--- src/rtl/gpu_pkg.sv ---
`default_nettype none
// ============================================================================
// Module   : gpu_pkg
// Purpose  : Shared types and helpers for the memory controller channels.
// Revision : 1.0 - initial release
// ============================================================================
package gpu_pkg;

  // Per-channel handshake state
  typedef enum logic [2:0] {
    CH_IDLE          = 3'd0,
    CH_READ_WAITING  = 3'd1,
    CH_WRITE_WAITING = 3'd2,
    CH_READ_RELAY    = 3'd3,
    CH_WRITE_RELAY   = 3'd4
  } ch_state_e;

  // Grant opcode: which side of a lane's request a channel picked up
  localparam logic c_op_read  = 1'b1;
  localparam logic c_op_write = 1'b0;

  // Lane index (base + offset) wrapped into [0, n)
  function automatic int wrap_lane(input int base, input int offset, input int n);
    int s;
    s = base + offset;
    if (s >= n) s = s - n;
    return s;
  endfunction

endpackage
`default_nettype wire

--- src/rtl/mem_channel.sv ---
`default_nettype none
// ============================================================================
// Module   : mem_channel
// Purpose  : One external memory channel: handshake FSM, round-robin pointer
//            and registered mem-side request outputs.
// Revision : 1.0 - initial release
// ============================================================================
module mem_channel
  import gpu_pkg::*;
#(
  parameter int ADDR_BITS     = 8,
  parameter int DATA_BITS     = 8,
  parameter int NUM_CONSUMERS = 4,
  parameter int LANE_BITS     = 2
) (
  input  logic                     clk,
  input  logic                     reset,
  input  logic                     i_grant,
  input  logic                     i_grant_op,
  input  logic [LANE_BITS-1:0]     i_grant_lane,
  input  logic [ADDR_BITS-1:0]     i_grant_addr,
  input  logic [DATA_BITS-1:0]     i_grant_data,
  input  logic [NUM_CONSUMERS-1:0] i_lane_read_valid,
  input  logic [NUM_CONSUMERS-1:0] i_lane_write_valid,
  input  logic                     i_mem_read_ready,
  input  logic                     i_mem_write_ready,
  output logic                     o_idle,
  output logic [LANE_BITS-1:0]     o_lane,
  output logic [LANE_BITS-1:0]     o_ptr,
  output logic                     o_read_done,
  output logic                     o_write_done,
  output logic                     o_release,
  output logic                     o_mem_read_valid,
  output logic [ADDR_BITS-1:0]     o_mem_read_address,
  output logic                     o_mem_write_valid,
  output logic [ADDR_BITS-1:0]     o_mem_write_address,
  output logic [DATA_BITS-1:0]     o_mem_write_data
);

  ch_state_e            r_state;
  logic [LANE_BITS-1:0] r_lane;
  logic [LANE_BITS-1:0] r_ptr;

  // Status and completion events seen by the parent in the current cycle
  always_comb begin
    o_idle       = (r_state == CH_IDLE);
    o_lane       = r_lane;
    o_ptr        = r_ptr;
    o_read_done  = (r_state == CH_READ_WAITING)  && i_mem_read_ready;
    o_write_done = (r_state == CH_WRITE_WAITING) && i_mem_write_ready;
    o_release    = ((r_state == CH_READ_RELAY)  && !i_lane_read_valid[r_lane]) ||
                   ((r_state == CH_WRITE_RELAY) && !i_lane_write_valid[r_lane]);
  end

  // Channel FSM with registered memory-side request outputs
  always_ff @(posedge clk) begin
    if (reset) begin
      r_state             <= CH_IDLE;
      r_lane              <= '0;
      r_ptr               <= '0;
      o_mem_read_valid    <= 1'b0;
      o_mem_read_address  <= '0;
      o_mem_write_valid   <= 1'b0;
      o_mem_write_address <= '0;
      o_mem_write_data    <= '0;
    end else begin
      case (r_state)
        CH_IDLE: begin
          if (i_grant) begin
            r_lane <= i_grant_lane;
            r_ptr  <= LANE_BITS'(wrap_lane(int'(i_grant_lane), 1, NUM_CONSUMERS));
            if (i_grant_op == c_op_read) begin
              o_mem_read_valid   <= 1'b1;
              o_mem_read_address <= i_grant_addr;
              r_state            <= CH_READ_WAITING;
            end else begin
              o_mem_write_valid   <= 1'b1;
              o_mem_write_address <= i_grant_addr;
              o_mem_write_data    <= i_grant_data;
              r_state             <= CH_WRITE_WAITING;
            end
          end
        end
        CH_READ_WAITING: begin
          if (i_mem_read_ready) begin
            o_mem_read_valid <= 1'b0;
            r_state          <= CH_READ_RELAY;
          end
        end
        CH_WRITE_WAITING: begin
          if (i_mem_write_ready) begin
            o_mem_write_valid <= 1'b0;
            r_state           <= CH_WRITE_RELAY;
          end
        end
        CH_READ_RELAY, CH_WRITE_RELAY: begin
          // Lane stays owned until it drops its request
          if (o_release) r_state <= CH_IDLE;
        end
        default: r_state <= CH_IDLE;
      endcase
    end
  end

endmodule
`default_nettype wire

--- src/rtl/mem_controller.sv ---
`default_nettype none
// ============================================================================
// Module   : mem_controller
// Purpose  : Arbitrates per-lane load/store handshakes onto NUM_CHANNELS
//            external memory channels and relays responses back.
// Revision : 1.0 - initial release
// ============================================================================
module mem_controller
  import gpu_pkg::*;
#(
  parameter int ADDR_BITS     = 8,
  parameter int DATA_BITS     = 8,
  parameter int NUM_CONSUMERS = 4,
  parameter int NUM_CHANNELS  = 1,
  parameter int WRITE_ENABLE  = 1
) (
  input  logic                              clk,
  input  logic                              reset,
  input  logic [NUM_CONSUMERS-1:0]          consumer_read_valid,
  input  logic [NUM_CONSUMERS*ADDR_BITS-1:0] consumer_read_address,
  output logic [NUM_CONSUMERS-1:0]          consumer_read_ready,
  output logic [NUM_CONSUMERS*DATA_BITS-1:0] consumer_read_data,
  input  logic [NUM_CONSUMERS-1:0]          consumer_write_valid,
  input  logic [NUM_CONSUMERS*ADDR_BITS-1:0] consumer_write_address,
  input  logic [NUM_CONSUMERS*DATA_BITS-1:0] consumer_write_data,
  output logic [NUM_CONSUMERS-1:0]          consumer_write_ready,
  output logic [NUM_CHANNELS-1:0]           mem_read_valid,
  output logic [NUM_CHANNELS*ADDR_BITS-1:0] mem_read_address,
  input  logic [NUM_CHANNELS-1:0]           mem_read_ready,
  input  logic [NUM_CHANNELS*DATA_BITS-1:0] mem_read_data,
  output logic [NUM_CHANNELS-1:0]           mem_write_valid,
  output logic [NUM_CHANNELS*ADDR_BITS-1:0] mem_write_address,
  output logic [NUM_CHANNELS*DATA_BITS-1:0] mem_write_data,
  input  logic [NUM_CHANNELS-1:0]           mem_write_ready
);

  localparam int LANE_BITS = (NUM_CONSUMERS > 1) ? $clog2(NUM_CONSUMERS) : 1;

  logic [ADDR_BITS-1:0]     w_rd_addr [NUM_CONSUMERS];
  logic [ADDR_BITS-1:0]     w_wr_addr [NUM_CONSUMERS];
  logic [DATA_BITS-1:0]     w_wr_data [NUM_CONSUMERS];
  logic [DATA_BITS-1:0]     r_rd_data [NUM_CONSUMERS];
  logic [NUM_CONSUMERS-1:0] w_wr_valid;
  logic [NUM_CONSUMERS-1:0] r_rd_ready;
  logic [NUM_CONSUMERS-1:0] r_wr_ready;
  logic [NUM_CONSUMERS-1:0] w_owned;
  logic [NUM_CONSUMERS-1:0] w_claimed;
  logic [LANE_BITS-1:0]     w_idx;

  logic [NUM_CHANNELS-1:0]  w_idle, w_read_done, w_write_done, w_release;
  logic [NUM_CHANNELS-1:0]  w_grant, w_grant_op;
  logic [LANE_BITS-1:0]     w_cur_lane   [NUM_CHANNELS];
  logic [LANE_BITS-1:0]     w_ptr        [NUM_CHANNELS];
  logic [LANE_BITS-1:0]     w_grant_lane [NUM_CHANNELS];
  logic [ADDR_BITS-1:0]     w_grant_addr [NUM_CHANNELS];
  logic [DATA_BITS-1:0]     w_grant_data [NUM_CHANNELS];
  logic [DATA_BITS-1:0]     w_mem_rd_data [NUM_CHANNELS];

  // With writes disabled the write requests are simply invisible to the scan
  assign w_wr_valid = (WRITE_ENABLE != 0) ? consumer_write_valid : '0;

  generate
    for (genvar g = 0; g < NUM_CONSUMERS; g++) begin : g_lane
      assign w_rd_addr[g] = consumer_read_address[g*ADDR_BITS +: ADDR_BITS];
      assign w_wr_addr[g] = consumer_write_address[g*ADDR_BITS +: ADDR_BITS];
      assign w_wr_data[g] = consumer_write_data[g*DATA_BITS +: DATA_BITS];
      assign consumer_read_data[g*DATA_BITS +: DATA_BITS] = r_rd_data[g];
    end
  endgenerate

  assign consumer_read_ready  = r_rd_ready;
  assign consumer_write_ready = r_wr_ready;

  // Ownership mask plus in-cycle claim scan; lower-index channels claim first
  always_comb begin
    w_idx   = '0;
    w_owned = '0;
    for (int c = 0; c < NUM_CHANNELS; c++) begin
      if (!w_idle[c]) w_owned[w_cur_lane[c]] = 1'b1;
    end
    w_claimed = w_owned;
    for (int c = 0; c < NUM_CHANNELS; c++) begin
      w_grant[c]      = 1'b0;
      w_grant_op[c]   = c_op_read;
      w_grant_lane[c] = '0;
      w_grant_addr[c] = '0;
      w_grant_data[c] = '0;
      for (int k = 0; k < NUM_CONSUMERS; k++) begin
        w_idx = LANE_BITS'(wrap_lane(int'(w_ptr[c]), k, NUM_CONSUMERS));
        if (w_idle[c] && !w_grant[c] && !w_claimed[w_idx] &&
            (consumer_read_valid[w_idx] || w_wr_valid[w_idx])) begin
          w_grant[c]      = 1'b1;
          w_grant_lane[c] = w_idx;
          w_claimed[w_idx] = 1'b1;
          if (consumer_read_valid[w_idx]) begin
            w_grant_op[c]   = c_op_read;
            w_grant_addr[c] = w_rd_addr[w_idx];
          end else begin
            w_grant_op[c]   = c_op_write;
            w_grant_addr[c] = w_wr_addr[w_idx];
            w_grant_data[c] = w_wr_data[w_idx];
          end
        end
      end
    end
  end

  // Per-lane response registers: set on memory completion, cleared on release
  always_ff @(posedge clk) begin
    if (reset) begin
      r_rd_ready <= '0;
      r_wr_ready <= '0;
      for (int i = 0; i < NUM_CONSUMERS; i++) r_rd_data[i] <= '0;
    end else begin
      for (int c = 0; c < NUM_CHANNELS; c++) begin
        if (w_read_done[c]) begin
          r_rd_ready[w_cur_lane[c]] <= 1'b1;
          r_rd_data[w_cur_lane[c]]  <= w_mem_rd_data[c];
        end
        if (w_write_done[c]) r_wr_ready[w_cur_lane[c]] <= 1'b1;
        if (w_release[c]) begin
          r_rd_ready[w_cur_lane[c]] <= 1'b0;
          r_wr_ready[w_cur_lane[c]] <= 1'b0;
        end
      end
    end
  end

  generate
    for (genvar c = 0; c < NUM_CHANNELS; c++) begin : g_chan
      assign w_mem_rd_data[c] = mem_read_data[c*DATA_BITS +: DATA_BITS];

      mem_channel #(
        .ADDR_BITS     (ADDR_BITS),
        .DATA_BITS     (DATA_BITS),
        .NUM_CONSUMERS (NUM_CONSUMERS),
        .LANE_BITS     (LANE_BITS)
      ) u_chan (
        .clk                 (clk),
        .reset               (reset),
        .i_grant             (w_grant[c]),
        .i_grant_op          (w_grant_op[c]),
        .i_grant_lane        (w_grant_lane[c]),
        .i_grant_addr        (w_grant_addr[c]),
        .i_grant_data        (w_grant_data[c]),
        .i_lane_read_valid   (consumer_read_valid),
        .i_lane_write_valid  (w_wr_valid),
        .i_mem_read_ready    (mem_read_ready[c]),
        .i_mem_write_ready   (mem_write_ready[c]),
        .o_idle              (w_idle[c]),
        .o_lane              (w_cur_lane[c]),
        .o_ptr               (w_ptr[c]),
        .o_read_done         (w_read_done[c]),
        .o_write_done        (w_write_done[c]),
        .o_release           (w_release[c]),
        .o_mem_read_valid    (mem_read_valid[c]),
        .o_mem_read_address  (mem_read_address[c*ADDR_BITS +: ADDR_BITS]),
        .o_mem_write_valid   (mem_write_valid[c]),
        .o_mem_write_address (mem_write_address[c*ADDR_BITS +: ADDR_BITS]),
        .o_mem_write_data    (mem_write_data[c*DATA_BITS +: DATA_BITS])
      );
    end
  endgenerate

endmodule
`default_nettype wire

--- config.mk ---
export PLATFORM = sky130hd
export DESIGN_NAME = mem_controller
export DESIGN_NICKNAME = d
export VERILOG_FILES = /design/src/rtl/gpu_pkg.sv /design/src/rtl/mem_channel.sv /design/src/rtl/mem_controller.sv
export SDC_FILE = /design/constraint.sdc
export NUM_CORES = 1
export LEC_CHECK = 0
export CAP_MARGIN = 30
export CORE_UTILIZATION = 25
export DETAILED_ROUTE_END_ITERATION = 6
export GPL_ROUTABILITY_DRIVEN = 0
export PLACE_DENSITY_LB_ADDON = 0.12
export SLEW_MARGIN = 20
export SYNTH_ARGS = -nofsm -noshare
export SYNTH_HDL_FRONTEND = slang
export SYNTH_SLANG_ARGS = --single-unit
--- constraint.sdc ---
create_clock -name clk -period 6.4 [get_ports clk]
set_input_delay 0.96 -clock clk [delete_from_list [all_inputs] [get_ports clk]]
set_output_delay 0.96 -clock clk [all_outputs]
set_load 0.02 [all_outputs]
==> results by group <==
STA
  – Slew headroom: 0.415
  – Final Cycle Share: 0.714
  – Final setup violation count: 0
  – Post-Route Hold Slack: between 0.4 and 0.5 ns
  – Final period demand of the worst path: 4.57 ns
  – Fin worst setup slack: 1.83 ns
  – Hold violation count in the final report: 0
  – Tightest Pin Transition: 0.878 ns
  – RSZ-0062 raised after global routing: no
  – Summed negative setup slack over all endpoints: 0 ns
  – Clock Skews: between 0.01 and 0.015 ns
  – Maximum clock rate: 219 MHz
  – Max-slew violation total from the final report: 0

Pwr
  – Peak ir drop on the vdd network: 0.234 mV
  – Power after layout: around 3800 uW
  – Power dissipated by switching net loads: 1630 uW
  – Seq pwr share: 0.201
  – Internal power: 2120 uW
  – Power density over cell area: 438 mW/mm^2
  – Static leakage: 0.00283 uW
  – Clock Power Share: 0.142
  – Sw Share: 0.435
  – Part of the total power dissipated in combinational logic: 0.657

Floorplan
  – Row count: between 50 and 60
  – Number of I/O pins: 182
  – Die height: between 150 and 200 um
  – Die width: 159 um
  – Effective utilization at floorplan: 0.255
  – DIE AREA: 0.0253 mm^2
  – Core Region: around 0.024 mm^2

CTS
  – Worst-Skew Late Latency: 0.35 ns
  – Sink count of the clock tree: 73
  – TritonCTS clock tree: yes
  – CTS buffer count: 9
  – Clock root buffer: sky130_fd_sc_hd__clkbuf_16
  – Clock tree buffer depth: 2
  – Number of hold buffers added after cts: 0
  – Clock Pin Slew Worst Setup and Hold Paths: about 0.070 ns
  – Post-cts resize count: 0
  – Post-CTS setup-driven buffer insertion count: 0
  – H-tree depth: 3

Synth
  – Share of synthesized registers carrying an async set or reset: 0
  – Synthesized area: 0.00618 mm^2
  – Number of synthesized register bits: 73
  – Average footprint of a synthesized cell: approximately 11 um^2
  – Portion of the post-synthesis area used by sequential elements: 0.288
  – Gate count after technology mapping: 541
  – Number of unique standard cell types used by synthesis: 55
  – Post-synth net total: 658
  – Leading area contributor after synthesis: sky130_fd_sc_hd__mux4_2
  – Area fraction of the dominant cell type after synthesis: 0.317
  – Leading cell types by total area after synthesis: sky130_fd_sc_hd__mux4_2 (32%), sky130_fd_sc_hd__edfxtp_1 (16%), sky130_fd_sc_hd__dfxtp_1 (13%), sky130_fd_sc_hd__mux2i_1 (5.8%), sky130_fd_sc_hd__nor2_1 (4.0%)
  – Count of yosys warnings during synthesis: 0
  – Most instantiated flip-flop cell in the synthesis netlist: sky130_fd_sc_hd__dfxtp_1
  – Number of enable flip-flop cells after synthesis: 32

Finish
  – Count of inserted antenna diode cells: 0
  – Post-synthesis to final-layout area growth: 38.7%
  – Most used cells in the layout excluding fill and tap cells: sky130_fd_sc_hd__clkdlybuf4s50_1 (180), sky130_fd_sc_hd__mux4_2 (87), sky130_fd_sc_hd__nor2_1 (66)
  – Fraction of final layout cells sized beyond drive strength 1: 0.218
  – Final Non-Filler Cells: 1022
  – Most frequent standard cell in the layout excluding fill and tap cells: sky130_fd_sc_hd__clkdlybuf4s50_1
  – Total Nets Final: between 800 and 900

Detailed routing
  – Starting DRT DRC Count: approximately 310
  – Remaining routing DRC violations: 0
  – Avg Vias per Cell: between 5 and 6
  – Post-detailed-route count of antenna-violating nets: 0
  – Drt first pass iters: 5
  – Final Routed Wirelength: roughly 20000 um
  – WL/cell: 19.5 um
  – Via count of the routed design: 5406

Critical path
  – Required time at the worst-slack endpoint: 6.61 ns
  – Crit path buf inv count: 1
  – Highest-delay cell along the critical path: sky130_fd_sc_hd__ha_4
  – Worst-path cell chain: inv_1 > ha_4 > mux4_2 > or2_1 > or4_4 > or3_1 > a22oi_1 > a21oi_1
  – Largest fanout on the critical path: between 50 and 60
  – Critical Path End Type: flop
  – Worst Setup Start Kind: flop
  – Largest stage delay, worst path: 0.92 ns
  – Worst path arrival time: about 4.8 ns
  – Setup Crit Path Kind: reg2reg
  – Delay-heaviest family, CP: simple AND/OR/NAND/NOR gates

Hold path
  – Worst min path class: reg2reg

GRT
  – Wire length of the first global-routing pass: 31500 um
  – Overall overflow remaining after global route: 0
  – Pin count of the biggest net entering global routing: slightly below 70
  – Number of antenna violations at the first check in global routing: 0
  – All-Layer GR Usage: 0.159
  – Via count of the first global-routing pass: 5541

Place
  – Pre-CTS setup slack: 1.73 ns
  – Inst Count DP: 1004
  – Total half-perimeter wirelength after legalization and detailed placement: between 15000 and 20000 um
  – Port Buffers: 181

Status
  – Outcome: finished, final reports clean

Flow run
  – Number of maximum-capacitance constraint violations: 0
-- synthesized netlist by cell type (9+ instances only) --
cell type,count
sky130_fd_sc_hd__buf_2,15
sky130_fd_sc_hd__inv_1,21
sky130_fd_sc_hd__o22ai_1,18
sky130_fd_sc_hd__edfxtp_1,32
sky130_fd_sc_hd__mux2i_1,36
sky130_fd_sc_hd__nand2_1,19
sky130_fd_sc_hd__mux4_2,87
sky130_fd_sc_hd__nor3_1,12
sky130_fd_sc_hd__mux2_2,10
sky130_fd_sc_hd__dfxtp_1,41
sky130_fd_sc_hd__a21oi_1,15
sky130_fd_sc_hd__a22oi_1,9
sky130_fd_sc_hd__nor2_1,66
sky130_fd_sc_hd__o21ai_0,13
sky130_fd_sc_hd__a211oi_1,32
sky130_fd_sc_hd__clkbuf_1,26
-- tightest hold or removal path, cell delays in order (launching register included) --
cell and delay [ns]:
sky130_fd_sc_hd__dfxtp_1 0.31, sky130_fd_sc_hd__nor2_1 0.09, sky130_fd_sc_hd__nor3_1 0.04
-- cells by family after synthesis --
family	share of synthesized area
multiplexers	0.394
AO/OA/AOI/OAI	0.156
adder cells (fa/ha/maj)	0.00203
flip-flops	0.288
AND/OR/NAND/NOR	0.105
buffers and inverters	0.0547
-- per-stage QoR --
stage          area [um^2]   util
2_1_floorplan         6180      -
3_3_place_gp          8190  0.338
3_5_place_dp          8230  0.339
4_1_cts               8540  0.352
5_1_grt               8570  0.353
6_report              8570  0.353
-- per-layer routing --
| layer | GRT usage | vias to the layer above | routed length (um) |
|---|---|---|---|
| met2 | 0.264 | 179 | 9870 |
| met3 | 0.0341 | 16 | 1140 |
| met5 | 0 | - | 0 |
| met4 | 0.0446 | 0 | 267 |
| met1 | 0.210 | 2701 | 8660 |
| li1 | - | 2510 | - |
-- power groups by stage --
stage                     registers, uW  logic (uW)  clock network (uW)
after floorplan                     779        1780                   0
after global placement              763        2420                   0
after detailed placement            768        2470                   0
after CTS                           759        2470                 546
after global routing                784        2680                 566
final                               754        2460                 533
-- area by class of cell --
class	count	area, um^2
Inverter	22	82.6
Tap cell	324	405
Fill cell	2481	15700
Multi-Input combinational cell	394	4080
Timing Repair Buffer	193	1910
Sequential cell	73	1790
Clock buffer	9	225
Clock inverter	7	83.8
-- worst paths after layout --
kind	start	endpoint	slack, ns	cells after the start
max	g_chan[0].u_chan.o_ptr[0]$_SDFFE_PP0P_	g_chan[0].u_chan.o_mem_write_data[0]$_SDFFE_PP0P_	1.83	8
min	g_chan[0].u_chan.o_mem_write_valid$_SDFFE_PP0P_	g_chan[0].u_chan.o_mem_write_valid$_SDFFE_PP0P_	0.49	2
max reg2reg	g_chan[0].u_chan.o_ptr[0]$_SDFFE_PP0P_	g_chan[0].u_chan.o_mem_write_data[0]$_SDFFE_PP0P_	1.83	8
min reg2reg	g_chan[0].u_chan.o_mem_write_valid$_SDFFE_PP0P_	g_chan[0].u_chan.o_mem_write_valid$_SDFFE_PP0P_	0.49	2
Power figures use the tool's default switching activity.
